File: src/rtl/spi_pkg.sv
// Shared SPI definitions: mode, bit order, FSM states.
package spi_pkg;

  localparam int DATA_W_DEF = 8;
  localparam bit CPOL       = 1'b0;
  localparam bit CPHA       = 1'b0;
  localparam bit MSB_FIRST  = 1'b1;

  typedef enum logic {
    IDLE,
    SHIFT
  } state_t;

endpackage

File: src/rtl/spi_responder_if.sv
// Host-side tx/rx byte handshake of the SPI responder.
interface spi_responder_if #(
  parameter int DATA_W = 8
);

  logic [DATA_W-1:0] tx_data;
  logic              tx_valid;
  logic              tx_ready;
  logic [DATA_W-1:0] rx_data;
  logic              rx_valid;

  modport master (
    output tx_data,
    output tx_valid,
    input  tx_ready,
    input  rx_data,
    input  rx_valid
  );

  modport slave (
    input  tx_data,
    input  tx_valid,
    output tx_ready,
    output rx_data,
    output rx_valid
  );

endinterface

File: src/rtl/spi_sync_edge.sv
// Multi-stage synchronizer with rise/fall event outputs.
module spi_sync_edge #(
  parameter int STAGES  = 2,
  parameter bit RST_VAL = 1'b0
) (
  input  logic clk,
  input  logic rst,
  input  logic d,
  output logic rise,
  output logic fall
);

  logic [STAGES-1:0] sr;
  logic              q;
  logic              q_d;

  assign q = sr[STAGES-1];

  always_ff @(posedge clk or negedge rst) begin
    if (!rst) begin
      sr  <= {STAGES{RST_VAL}};
      q_d <= RST_VAL;
    end else begin
      sr  <= {sr[STAGES-2:0], d};
      q_d <= q;
    end
  end

  assign rise = q & ~q_d;
  assign fall = ~q & q_d;

endmodule

File: src/rtl/spi_responder.sv
// SPI mode-0 responder in the clk domain.
// Optional SPI_RESPONDER_STATUS_EN adds sticky error flags.
module spi_responder
  import spi_pkg::*;
#(
  parameter int DATA_W      = DATA_W_DEF,
  parameter int SYNC_STAGES = 2
) (
  input  logic clk,
  input  logic rst,
  input  logic sclk,
  input  logic cs_n,
  input  logic mosi,
  output logic miso,
  output logic miso_oe,
`ifdef SPI_RESPONDER_STATUS_EN
  input  logic status_clr,
  output logic err_underrun,
  output logic err_abort,
`endif
  spi_responder_if.slave bus
);

  localparam int CW = (DATA_W > 1) ? $clog2(DATA_W) : 1;
  localparam logic [CW-1:0] LAST = CW'(DATA_W - 1);

  state_t            state, state_nxt;
  logic [CW-1:0]     bit_cnt;
  logic [DATA_W-1:0] rx_shift, tx_shift;
  logic [DATA_W-1:0] rx_next, tx_next;
  logic [DATA_W-1:0] buf_data, rx_data_q;
  logic              buf_full, reload_pending;
  logic              rx_valid_q;
  logic              sclk_rise, sclk_fall;
  logic              cs_rise, cs_fall;
  logic              sample_ev, shift_ev;
  logic              smp, shf, do_load, leave;
  logic              tx_bit, accept;
  logic [SYNC_STAGES-1:0] mosi_sr;
  logic              mosi_s;

  spi_sync_edge #(
    .STAGES (SYNC_STAGES),
    .RST_VAL(CPOL)
  ) u_sclk (
    .clk (clk),
    .rst (rst),
    .d   (sclk),
    .rise(sclk_rise),
    .fall(sclk_fall)
  );

  spi_sync_edge #(
    .STAGES (SYNC_STAGES),
    .RST_VAL(1'b1)
  ) u_cs (
    .clk (clk),
    .rst (rst),
    .d   (cs_n),
    .rise(cs_rise),
    .fall(cs_fall)
  );

  // Same depth as sclk so mosi is sampled at matching age
  always_ff @(posedge clk or negedge rst) begin
    if (!rst) mosi_sr <= '0;
    else      mosi_sr <= {mosi_sr[SYNC_STAGES-2:0], mosi};
  end

  assign mosi_s    = mosi_sr[SYNC_STAGES-1];
  assign sample_ev = (CPOL ^ CPHA) ? sclk_fall : sclk_rise;
  assign shift_ev  = (CPOL ^ CPHA) ? sclk_rise : sclk_fall;

  assign tx_bit  = MSB_FIRST ? tx_shift[DATA_W-1] : tx_shift[0];
  assign rx_next = MSB_FIRST ? {rx_shift[DATA_W-2:0], mosi_s}
                             : {mosi_s, rx_shift[DATA_W-1:1]};
  assign tx_next = MSB_FIRST ? {tx_shift[DATA_W-2:0], 1'b0}
                             : {1'b0, tx_shift[DATA_W-1:1]};

  assign accept       = bus.tx_valid & ~buf_full;
  assign bus.tx_ready = ~buf_full;
  assign bus.rx_data  = rx_data_q;
  assign bus.rx_valid = rx_valid_q;

  always_ff @(posedge clk or negedge rst) begin
    if (!rst) state <= IDLE;
    else      state <= state_nxt;
  end

  always_comb begin
    state_nxt = state;
    do_load   = 1'b0;
    leave     = 1'b0;
    smp       = 1'b0;
    shf       = 1'b0;
    miso_oe   = 1'b0;
    miso      = 1'b0;
    unique case (state)
      IDLE: begin
        if (cs_fall) begin
          state_nxt = SHIFT;
          do_load   = 1'b1;
        end
      end
      SHIFT: begin
        miso_oe = 1'b1;
        miso    = tx_bit;
        if (cs_rise) begin
          state_nxt = IDLE;
          leave     = 1'b1;
        end else begin
          smp     = sample_ev;
          shf     = shift_ev & ~reload_pending;
          do_load = shift_ev & reload_pending;
        end
      end
      default: state_nxt = IDLE;
    endcase
  end

  always_ff @(posedge clk or negedge rst) begin
    if (!rst) begin
      bit_cnt        <= '0;
      rx_shift       <= '0;
      tx_shift       <= '0;
      rx_data_q      <= '0;
      rx_valid_q     <= 1'b0;
      buf_data       <= '0;
      buf_full       <= 1'b0;
      reload_pending <= 1'b0;
    end else begin
      rx_valid_q <= 1'b0;
      if (do_load)  tx_shift <= buf_full ? buf_data : '0;
      else if (shf) tx_shift <= tx_next;
      if (do_load || leave) reload_pending <= 1'b0;
      if (leave) begin
        bit_cnt  <= '0;
        rx_shift <= '0;
      end else if (do_load && state == IDLE) begin
        bit_cnt <= '0;
      end else if (smp) begin
        rx_shift <= rx_next;
        if (bit_cnt == LAST) begin
          bit_cnt        <= '0;
          rx_data_q      <= rx_next;
          rx_valid_q     <= 1'b1;
          reload_pending <= 1'b1;
        end else begin
          bit_cnt <= bit_cnt + 1'b1;
        end
      end
      // An empty-buffer load sends 0; a same-cycle accept stays buffered
      if (do_load && buf_full) begin
        buf_full <= 1'b0;
      end else if (accept) begin
        buf_full <= 1'b1;
        buf_data <= bus.tx_data;
      end
    end
  end

`ifdef SPI_RESPONDER_STATUS_EN
  logic underrun, abort;

  assign underrun = do_load & ~buf_full;
  assign abort    = leave & (bit_cnt != '0);

  always_ff @(posedge clk or negedge rst) begin
    if (!rst) begin
      err_underrun <= 1'b0;
      err_abort    <= 1'b0;
    end else begin
      if (underrun)        err_underrun <= 1'b1;
      else if (status_clr) err_underrun <= 1'b0;
      if (abort)           err_abort <= 1'b1;
      else if (status_clr) err_abort <= 1'b0;
    end
  end
`endif

endmodule
File: src/flat_wrapper.sv
// flat-port wrapper written by rule: the top's interface ports become plain ports
module spi_responder_flat import spi_pkg::*;
#(
  parameter int DATA_W      = DATA_W_DEF,
  parameter int SYNC_STAGES = 2
)
  (clk, rst, sclk, cs_n, mosi, miso, miso_oe, bus_tx_data, bus_tx_valid, bus_tx_ready, bus_rx_data, bus_rx_valid);
  spi_responder_if #(.DATA_W(DATA_W)) bus_i ();
  input  logic clk;
  input  logic rst;
  input  logic sclk;
  input  logic cs_n;
  input  logic mosi;
  output logic miso;
  output logic miso_oe;
  input wire logic [$bits(bus_i.tx_data)-1:0] bus_tx_data;
  input wire logic [$bits(bus_i.tx_valid)-1:0] bus_tx_valid;
  output wire logic [$bits(bus_i.tx_ready)-1:0] bus_tx_ready;
  output wire logic [$bits(bus_i.rx_data)-1:0] bus_rx_data;
  output wire logic [$bits(bus_i.rx_valid)-1:0] bus_rx_valid;
  assign bus_i.tx_data = bus_tx_data;
  assign bus_i.tx_valid = bus_tx_valid;
  assign bus_tx_ready = bus_i.tx_ready;
  assign bus_rx_data = bus_i.rx_data;
  assign bus_rx_valid = bus_i.rx_valid;
  spi_responder #(.DATA_W(DATA_W), .SYNC_STAGES(SYNC_STAGES)) u_core (.clk(clk), .rst(rst), .sclk(sclk), .cs_n(cs_n), .mosi(mosi), .miso(miso), .miso_oe(miso_oe), .bus(bus_i));
endmodule
File: config.mk
export PLATFORM = sky130hd
export DESIGN_NAME = spi_responder_flat
export DESIGN_NICKNAME = d
export VERILOG_FILES = /design/src/rtl/spi_pkg.sv /design/src/rtl/spi_responder_if.sv /design/src/rtl/spi_sync_edge.sv /design/src/rtl/spi_responder.sv /design/src/flat_wrapper.sv
export SDC_FILE = /design/constraint.sdc
export NUM_CORES = 1
export LEC_CHECK = 0
export BUFFER_PORTS_ARGS = -buffer_cell sky130_fd_sc_hd__buf_2
export CORE_AREA = 5 5 80 100
export DETAILED_ROUTE_END_ITERATION = 10
export DIE_AREA = 0 0 85 105
export GPL_TIMING_DRIVEN = 0
export SYNTH_ARGS = -nofsm -noshare
export SYNTH_HDL_FRONTEND = slang
export SYNTH_SLANG_ARGS = --single-unit
File: constraint.sdc
create_clock -name clk -period 1.9 [get_ports clk]
set_input_delay 0.095 -clock clk [delete_from_list [all_inputs] [get_ports clk]]
set_output_delay 0.095 -clock clk [all_outputs]
set_load 0.005 [all_outputs]
==> impl_metrics.toml, run 1 <==
[power_and_ir_drop]
power_frac_clock_pct = 28.7
p_leak_nw = 1.134
p_seq_share_pct = 51.5
powerDensity_nw_per_um2 = 1047
p_switching_mw = 0.6821
ir_drop_mv = 0.5971
comb_power_share_pct = 19.8
p_int_mw = 1.817
netSwitchingFraction_pct = 27.30

[routing]
routed_wl_mm = 3.783
drt_iter0_markers = 69
wire_per_inst_um = 13.27
first_pass_iters = 5
vias = 1337
vias_per_cell = 4.691
ant_nets = 0
drc = 0

[clocking]
cts_made_buffers = 5
clk_pin_slew_ns = 0.09
cts_tree = "done"
cts_resized = 0
clockBufferDepth = 2
clockRootBuffer = "clkbuf_8"
post_cts_buffers = 0
ctsHtreeMaxLevel = 2
cts.sinks = 46
clk_latency_ns = 0.30

[yosys]
ys_top_cells_by_area = "dfrtp_1, mux2_4, mux2_2"
syn_inst = 159
synth-compound-area-share_pct = 16.61
avgSynthCellArea_sq_um = 12.65
yosys.area.top_type = "dfrtp_1"
synth_nets = 175
synth-xor-area-share_pct = 0
ys.warnings.count = 0
synth-seq-area-share_pct = 57.44
synth_simple_gate_area_share_pct = 11.01
synthMuxAreaShare_pct = 10.45
synthAdderAreaFrac_pct = 1.742
synth-seq-cells = 46
synth_top_area_share_pct = 53.52
synth.distinct_cells = 32
synth_top_family_by_area = "compound AO/OA/AOI/OAI gates"
synth_area_sq_um = 2011

[cells_and_area]
fill_cells = 705
syn_to_final_growth_pct = 18.73
regArea_sq_um = 1155
fin_nets = 210
drive_gt1_share_pct = 32.31
multi_input_area_sq_um = 800.8
postLayoutCoreUtil_pct = 34.64
diodes = 0

[floorplan]
die_h_um = 105
io_pins = 26
dieArea_sq_um = 8925
rows = 34
fp.coreArea_sq_um = 6892
die_w_um = 85
initial_utilization_pct = 29.18

[global_routing]
grt_pass1_wl_mm = 6.410
grt_pass1_vias = 1358
track_usage_pct = 8.819
gr-total-overflow = 0
antenna_found_initial = 0
grt_start_max_net_pins = 47

[sta]
period_share_pct = 87.39
slew_headroom_pct = 31.09
whs_ns = -0.01743
fin_crit_ns = 1.660
setup-violations-final = 0
hold_viol = 43
rsz0062_at_grt = "false"
fmax_mhz = 602.2
skew_ns = 0.009649
tightestPinTransition_ns = 1.034
tns_ns = 0
slew_violations = 0

[setup_path]
worstPathArrival_ns = 1.84
worst-path-max-fanout = 7
endpoint = "u_core.tx_shift[6]"
rr_worst_depth = 4
ff2ff_setup_slack_ns = 0.24
endpoint_kind = "flip-flop"
worstPathRequired_ns = 2.08
start_kind = "flip-flop"
criticalPathCategory = "flip-flop to flip-flop"
r2r-end = "u_core.tx_shift[6]"
r2r-start = "u_core.state"
startpoint = "u_core.state"

[place]
portBuffers = 25
place.gp.congestion = 0.7856
dp_hpwl_mm = 2.581

[worst_hold_path]
hp-class = "primary input to asynchronous set/reset pin"

[run_status]
status = "complete, but fails checks"
violations = "hold timing"

[run]
max-cap-violations = 0
registers in the layout (all words and copies together), names as in the netlist, 2 cells and up:
name and flops:
u_core.bus.rx_data 8, u_core.u_sclk.sr 2, u_core.tx_shift 8, u_core.buf_data 8, u_core.u_cs.sr 2, u_core.mosi_sr 2, u_core.rx_shift 7, u_core.bit_cnt 3
layout by cell type (no fill, tap or decap):
cell and count:
clkinv_2 2, and3b_1 1, nand2_4 1, and3_1 1
nand2_1 15, dfrtp_1 43, nand3_1 8, and2b_1 1
and2_1 1, buf_6 2, nor2_1 6, a32o_1 7
a211oi_1 3, a21oi_1 4, o21ai_0 3, a31o_2 2
inv_1 3, o21ai_2 2, o22ai_1 7, buf_2 27
dlygate4sd3_1 3, and4b_2 1, nor2b_1 3, dfstp_2 3
mux2_4 8, nand2_8 1, nand2b_1 2, o22a_1 7
maj3_1 1, ha_1 2, o21ai_1 1, clkbuf_8 5
mux2_2 8, bufinv_16 1, a22o_1 7, clkbuf_1 3
cell type report:
| cell class | instances | area share, % |
|---|---|---|
| multi-input combinational | 103 | 33.54 |
| buffer | 7 | 1.834 |
| clock buffer | 5 | 2.883 |
| tap | 90 | 4.717 |
| inverter | 3 | 0.4717 |
| sequential | 46 | 48.38 |
| timing repair buffer | 28 | 6.499 |
| clock inverter | 3 | 1.677 |
routing by layer:
metal | GRT usage, % | wire, um | vias to the layer above | share of wire, %
met3 | 2.598 | 198 | 7 | 5.2
met5 | 0 | 0 | - | 0
met2 | 14.44 | 1815 | 30 | 48
li1 | - | - | 660 | -
met4 | 3.054 | 52 | 0 | 1.4
met1 | 11.00 | 1716 | 640 | 45
what timing repair did:
action	CTS	global route
hold buffers	3	0
endpoints found under the hold margin	3	0
endpoints found under the setup margin	0	0
Yosys cell counts:
| cell type | number |
|---|---|
| a211oi_1 | 3 |
| a21oi_1 | 4 |
| a22o_1 | 7 |
| a31o_2 | 2 |
| a32o_1 | 7 |
| and2_1 | 1 |
| and2b_1 | 1 |
| and3_1 | 1 |
| and3b_1 | 1 |
| and4b_2 | 1 |
| buf_2 | 2 |
| buf_6 | 2 |
| clkbuf_1 | 3 |
| dfrtp_1 | 43 |
| dfstp_2 | 3 |
| ha_1 | 2 |
| inv_1 | 3 |
| maj3_1 | 1 |
| mux2_2 | 8 |
| mux2_4 | 8 |
| nand2_1 | 15 |
| nand2_4 | 1 |
| nand2_8 | 1 |
| nand2b_1 | 2 |
| nand3_1 | 8 |
| nor2_1 | 6 |
| nor2b_1 | 3 |
| o21ai_0 | 3 |
| o21ai_1 | 1 |
| o21ai_2 | 2 |
| o22a_1 | 7 |
| o22ai_1 | 7 |
how the worst min path moves through the flow:
stage	start	to	slack (ns)	cells after the start
final	rst	u_core.state	-0.02	1
after global routing	bus_tx_data[5]	u_core.buf_data[5]	0.01	2
after CTS	rst	u_core.bus.rx_data[4]	0.01	1
after detailed placement	cs_n	u_core.u_cs.sr[0]	0.20	1
after global placement	cs_n	u_core.u_cs.sr[0]	0.20	1
after floorplan	rst	u_core.bit_cnt[0]	-0.20	0
kinds of logic (layout without fill, tap and decap cells):
kind of cell | count (synthesis) | after routing
DFF | 46 | 46
AOI/OAI and AO/OA | 43 | 43
and+or+nand+nor | 41 | 41
muxes | 16 | 16
buffers and inverters | 10 | 46
adders and majority gates | 3 | 3
critical path, stage by stage (launching register included):
cell,delay [ns]
dfrtp_1,0.45
and4b_2,0.31
nor2_1,0.44
o22ai_1,0.15
o22a_1,0.20
power by group through the flow:
stage	registers [mW]	clock network, mW	logic (mW)
floorplan	1.28	0	0.385
global placement	1.30	0	0.484
detailed placement	1.31	0	0.497
CTS	1.29	0.740	0.504
global route	1.32	0.785	0.563
finish	1.29	0.716	0.496
stage by stage:
step | cells | hold slack [ns] | cell area [sq um] | total power, mW | worst slack (ns)
floorplan | 159 | -0.2006 | 2011 | 1.660 | 0.4000
global placement | 274 | 0.2027 | 2248 | 1.789 | 0.2397
detailed placement | 274 | 0.2019 | 2248 | 1.808 | 0.2611
CTS | 285 | 0.01286 | 2387 | 2.535 | 0.2456
global route | 285 | 0.009835 | 2387 | 2.667 | 0.1590
finish | 285 | -0.01743 | 2387 | 2.499 | 0.2395
No activity file was read; power rests on OpenSTA's default activity.
==> run 2, diff against run 1 <==
--- a/config.mk
+++ b/config.mk
@@ -12,2 +12,3 @@
 export GPL_TIMING_DRIVEN = 0
+export PLACE_DENSITY_LB_ADDON = 0.15
 export SYNTH_ARGS = -nofsm -noshare
==> constraint.sdc (replaced) <==
create_clock -name clk -period 1.9 [get_ports clk]
set_input_delay 0.285 -clock clk [delete_from_list [all_inputs] [get_ports clk]]
set_output_delay 0.285 -clock clk [all_outputs]
set_load 0.005 [all_outputs]
==> impl_metrics.toml, run 2 (synthesis gave the netlist of run 1 again) <==
[worst_hold_path]
hp-class = "primary input to flip-flop"
holdCritStartpoint = "cs_n"

[routing]
vias_per_cell = 4.798
first_pass_iters = 4
routed-wl-met3_um = 192
vias = 1353
drc = 0
ant_nets = 0
routed_wl_mm = 3.872
wl_met2_mm = 1.969
wl_met1_mm = 1.638
wire_per_inst_um = 13.73
top_layer = "met4"
drt_iter0_markers = 47

[power_and_ir_drop]
comb_power_share_pct = 18.3
power_frac_clock_pct = 33.2
p_int_mw = 1.987
p_seq_share_pct = 48.5
p_switching_mw = 0.6861
ir_drop_mv = 0.4314
powerDensity_nw_per_um2 = 1118
netSwitchingFraction_pct = 25.67
p_leak_nw = 1.134

[floorplan]
die_h_um = 105
io_pins = 26
dieArea_sq_um = 8925
fp.coreArea_sq_um = 6892
initial_utilization_pct = 29.18
rows = 34
die_w_um = 85

[cells_and_area]
regArea_sq_um = 1155
syn_to_final_growth_pct = 18.92
multi_input_area_sq_um = 800.8
fin_nets = 207
fill_cells = 714
final_cell_mix = "dfrtp_1, buf_2, nand2_1"
final_cell_area_sq_um = 2391
final_common_cell = "dfrtp_1"
diodes = 0
drive_gt1_share_pct = 32.81

[setup_path]
cp_num_buf_inv = 0
criticalPathCategory = "flip-flop to flip-flop"
start_kind = "flip-flop"
crit_slowest_cell = "dfstp_2"
worst-path-max-fanout = 9
crit_family = "compound AO/OA/AOI/OAI gates"
startpoint = "u_core.u_cs.sr[1]"
max_stage_delay_ns = 0.57
worstPathRequired_ns = 2.09
worstPathArrival_ns = 1.85
endpoint_kind = "flip-flop"
crit_path_cell_trace = "nor2_1, o21ai_2, nand2_1, o22a_1"
r2r-start = "u_core.u_cs.sr[1]"

[sta]
fmax_mhz = 600.7
slew_violations = 0
skew_ns = 0.004189
slew_headroom_pct = 31.18
tightestPinTransition_ns = 1.032
hold_viol = 0
tns_ns = 0
fin_crit_ns = 1.665
period_share_pct = 87.62
setup-violations-final = 0
rsz0062_at_grt = "false"

[clocking]
clk_latency_ns = 0.30
cts.sinks = 46
cts_made_buffers = 5
clockRootBuffer = "clkbuf_8"
cts_tree = "done"
cts_resized = 0
post_cts_buffers = 0
hold_buffers = 0
clk_pin_slew_ns = 0.08
ctsHtreeMaxLevel = 2
clockBufferDepth = 2

[global_routing]
grt_pass1_wl_mm = 6.741
gr-total-overflow = 0
track_usage_pct = 9.388
grt_pass1_vias = 1436
grt_start_max_net_pins = 47
antenna_found_initial = 0

[run]
max-cap-violations = 0

[run_status]
status = "complete, no violations"

[place]
placed_area_sq_um = 2248
portBuffers = 25
place.gp.congestion = 0.7434
dp_hpwl_mm = 2.844
run 2: power by group through the flow:
stage | sequential (mW) | combinational, mW | clock [mW]
floorplan | 1.28 | 0.385 | 0
global placement | 1.30 | 0.479 | 0
detailed placement | 1.32 | 0.499 | 0
CTS | 1.30 | 0.500 | 0.921
global route | 1.33 | 0.562 | 0.946
finish | 1.30 | 0.490 | 0.887
run 2: routing by layer:
layer | global-route usage (%) | vias to the layer above
met5 | 0 | -
met4 | 4.525 | 0
met3 | 2.677 | 6
met2 | 15.83 | 34
met1 | 10.80 | 661
li1 | - | 652
run 2: metrics by stage:
step	util, %	std cells	setup WS, ns	power [mW]	hold WS, ns
after floorplan	-	159	0.4000	1.660	-0.01059
after global placement	32.63	274	0.2685	1.784	0.3340
after detailed placement	32.63	274	0.2365	1.817	0.3397
after CTS	34.70	282	0.2111	2.718	0.06396
after global routing	34.70	282	0.07141	2.840	0.07093
final	34.70	282	0.2353	2.673	0.08485
run 2: area by class of cell:
cell class | count | share of cell area, %
clock inverter | 2 | 2.512
sequential | 46 | 48.30
inverter | 3 | 0.4710
multi-input combinational | 103 | 33.49
clock buffer | 6 | 3.454
tap | 90 | 4.710
timing repair buffer | 25 | 5.233
buffer | 7 | 1.832
run 2: path summary, 6_finish.rpt:
| path | endpoint | slack [ns] | cells past startpoint |
|---|---|---|---|
| max reg2reg | u_core.tx_shift[2] | 0.24 | 4 |
| max | u_core.tx_shift[2] | 0.24 | 4 |
| max in group asynchronous | u_core.tx_shift[0] | 1.10 | 1 |
| min in group asynchronous | u_core.bit_cnt[2] | 0.17 | 1 |
| min reg2reg | u_core.mosi_sr[1] | 0.36 | 0 |
| min | u_core.u_cs.sr[0] | 0.08 | 1 |
==> run 3, diff against run 2 <==
- RECOVER_POWER: default -> 50
==> impl_metrics.toml, run 3 (synthesis gave the netlist of run 1 again) <==
[floorplan]
fp.coreArea_sq_um = 6892
die_h_um = 105
io_pins = 26
initial_utilization_pct = 29.18
die_w_um = 85
dieArea_sq_um = 8925
rows = 34

[sta]
setup_slack_ns = 0.1909
whs_ns = 0.08435
hold_viol = 0
slew_violations = 0
rsz0062_at_grt = "false"
fin_crit_ns = 1.709
setup-violations-final = 0
tightestPinTransition_ns = 1.152
skew_ns = 0.003783
slew_headroom_pct = 23.19
fmax_mhz = 585.1
period_share_pct = 89.95
tns_ns = 0

[clocking]
clk_latency_ns = 0.30
cts_made_buffers = 5
cts_tree = "done"
clk_pin_slew_ns = 0.08
clockRootBuffer = "clkbuf_8"
hold_buffers = 0
clockBufferDepth = 2
post_cts_buffers = 0
ctsHtreeMaxLevel = 2
cts.sinks = 46
cts_resized = 0

[cells_and_area]
final_cell_mix = "dfrtp_1, buf_2, nand2_1"
fin_nets = 207
final_cell_area_sq_um = 2391
syn_to_final_growth_pct = 18.92
final_cells = 282
postLayoutCoreUtil_pct = 34.70
drive_gt1_share_pct = 32.29
final_common_cell = "dfrtp_1"
diodes = 0

[setup_path]
worst-path-max-fanout = 9
r2r-end = "u_core.tx_shift[2]"
worstPathArrival_ns = 1.90
r2r-start = "u_core.u_cs.sr[1]"
crit_slowest_cell = "dfstp_1"
worstPathRequired_ns = 2.09
max_stage_delay_ns = 0.59
crit_family = "compound AO/OA/AOI/OAI gates"
cp_num_buf_inv = 0
endpoint_kind = "flip-flop"
rr_worst_depth = 4
start_kind = "flip-flop"
ff2ff_setup_slack_ns = 0.19
criticalPathCategory = "flip-flop to flip-flop"
crit_path_cell_trace = "nor2_1, o21ai_2, nand2_1, o22a_1"

[worst_hold_path]
holdPathStages = 1
whs_endpoint = "u_core.u_cs.sr[0]"
holdCritStartpoint = "cs_n"
hp-class = "primary input to flip-flop"

[power_and_ir_drop]
p_leak_nw = 1.134
comb_power_share_pct = 18.3
powerDensity_nw_per_um2 = 1118
p_seq_share_pct = 48.5
p_switching_mw = 0.6865
netSwitchingFraction_pct = 25.69
p_int_mw = 1.986
p_total_mw = 2.673
ir_drop_mv = 0.4314
power_frac_clock_pct = 33.2

[run_status]
status = "complete, no violations"

[routing]
routed-wl-met3_um = 191
vias_per_cell = 4.798
drc = 0
top_layer = "met4"
routed_wl_mm = 3.874
wire_per_inst_um = 13.74
ant_nets = 0
wl_met2_mm = 1.970
first_pass_iters = 4
vias = 1353
drt_iter0_markers = 47
wl_met1_mm = 1.640

[place]
dp_cells = 274
place_ws_ns = 0.2365
place.gp.congestion = 0.7434
placed_area_sq_um = 2248
portBuffers = 25
dp_hpwl_mm = 2.844

[global_routing]
track_usage_pct = 9.388
gr-total-overflow = 0
grt_pass1_vias = 1436
antenna_found_initial = 0
grt_start_max_net_pins = 47
grt_pass1_wl_mm = 6.741

[run]
max-cap-violations = 0
[run 3: cell count changes in the layout (fill, tap and decap cells not counted)]
cell / delta
buf_2: -1
clkbuf_2: +1
dfstp_1: +1
dfstp_2: -1
[run 3: worst max path at each step]
stage	slack, ns	cells past startpoint	start	endpoint
6_report	0.19	4	u_core.u_cs.sr[1]	u_core.tx_shift[2]
5_1_grt	0.06	4	u_core.u_cs.sr[1]	u_core.tx_shift[6]
4_1_cts	0.21	3	u_core.state	miso
3_5_place_dp	0.24	4	u_core.u_cs.sr[1]	u_core.tx_shift[2]
3_3_place_gp	0.27	4	u_core.u_cs.sr[1]	u_core.tx_shift[7]
2_1_floorplan	0.40	5	u_core.u_cs.q_d	u_core.bus.rx_data[0]
[run 3: power groups by stage]
stage	registers [mW]	clock network, mW	logic [mW]
detailed placement	1.32	0	0.499
CTS	1.30	0.921	0.500
finish	1.30	0.888	0.489
global route	1.33	0.946	0.561
global placement	1.30	0	0.479
floorplan	1.28	0	0.385
[run 3: final cells by class]
class	instances	area, sq um
inverter	3	11.26
multi-input combinational	103	800.8
tap	90	112.6
fill	714	4501
buffer	7	43.79
timing repair buffer	25	125.1
sequential	46	1155
clock inverter	2	60.06
clock buffer	6	82.58
[run 3: worst register-to-register path, delay by kind of cell (launching register included)]
| family | cells | cell delay, ns |
|---|---|---|
| AO/OA/AOI/OAI | 2 | 0.63 |
| flip-flops | 1 | 0.59 |
| AND/OR/NAND/NOR | 2 | 0.38 |
[run 3: metal layers]
metal / track usage, % / up-vias
li1: - / 652
met1: 10.80 / 661
met2: 15.83 / 34
met3: 2.677 / 6
met4: 4.525 / 0
met5: 0 / -
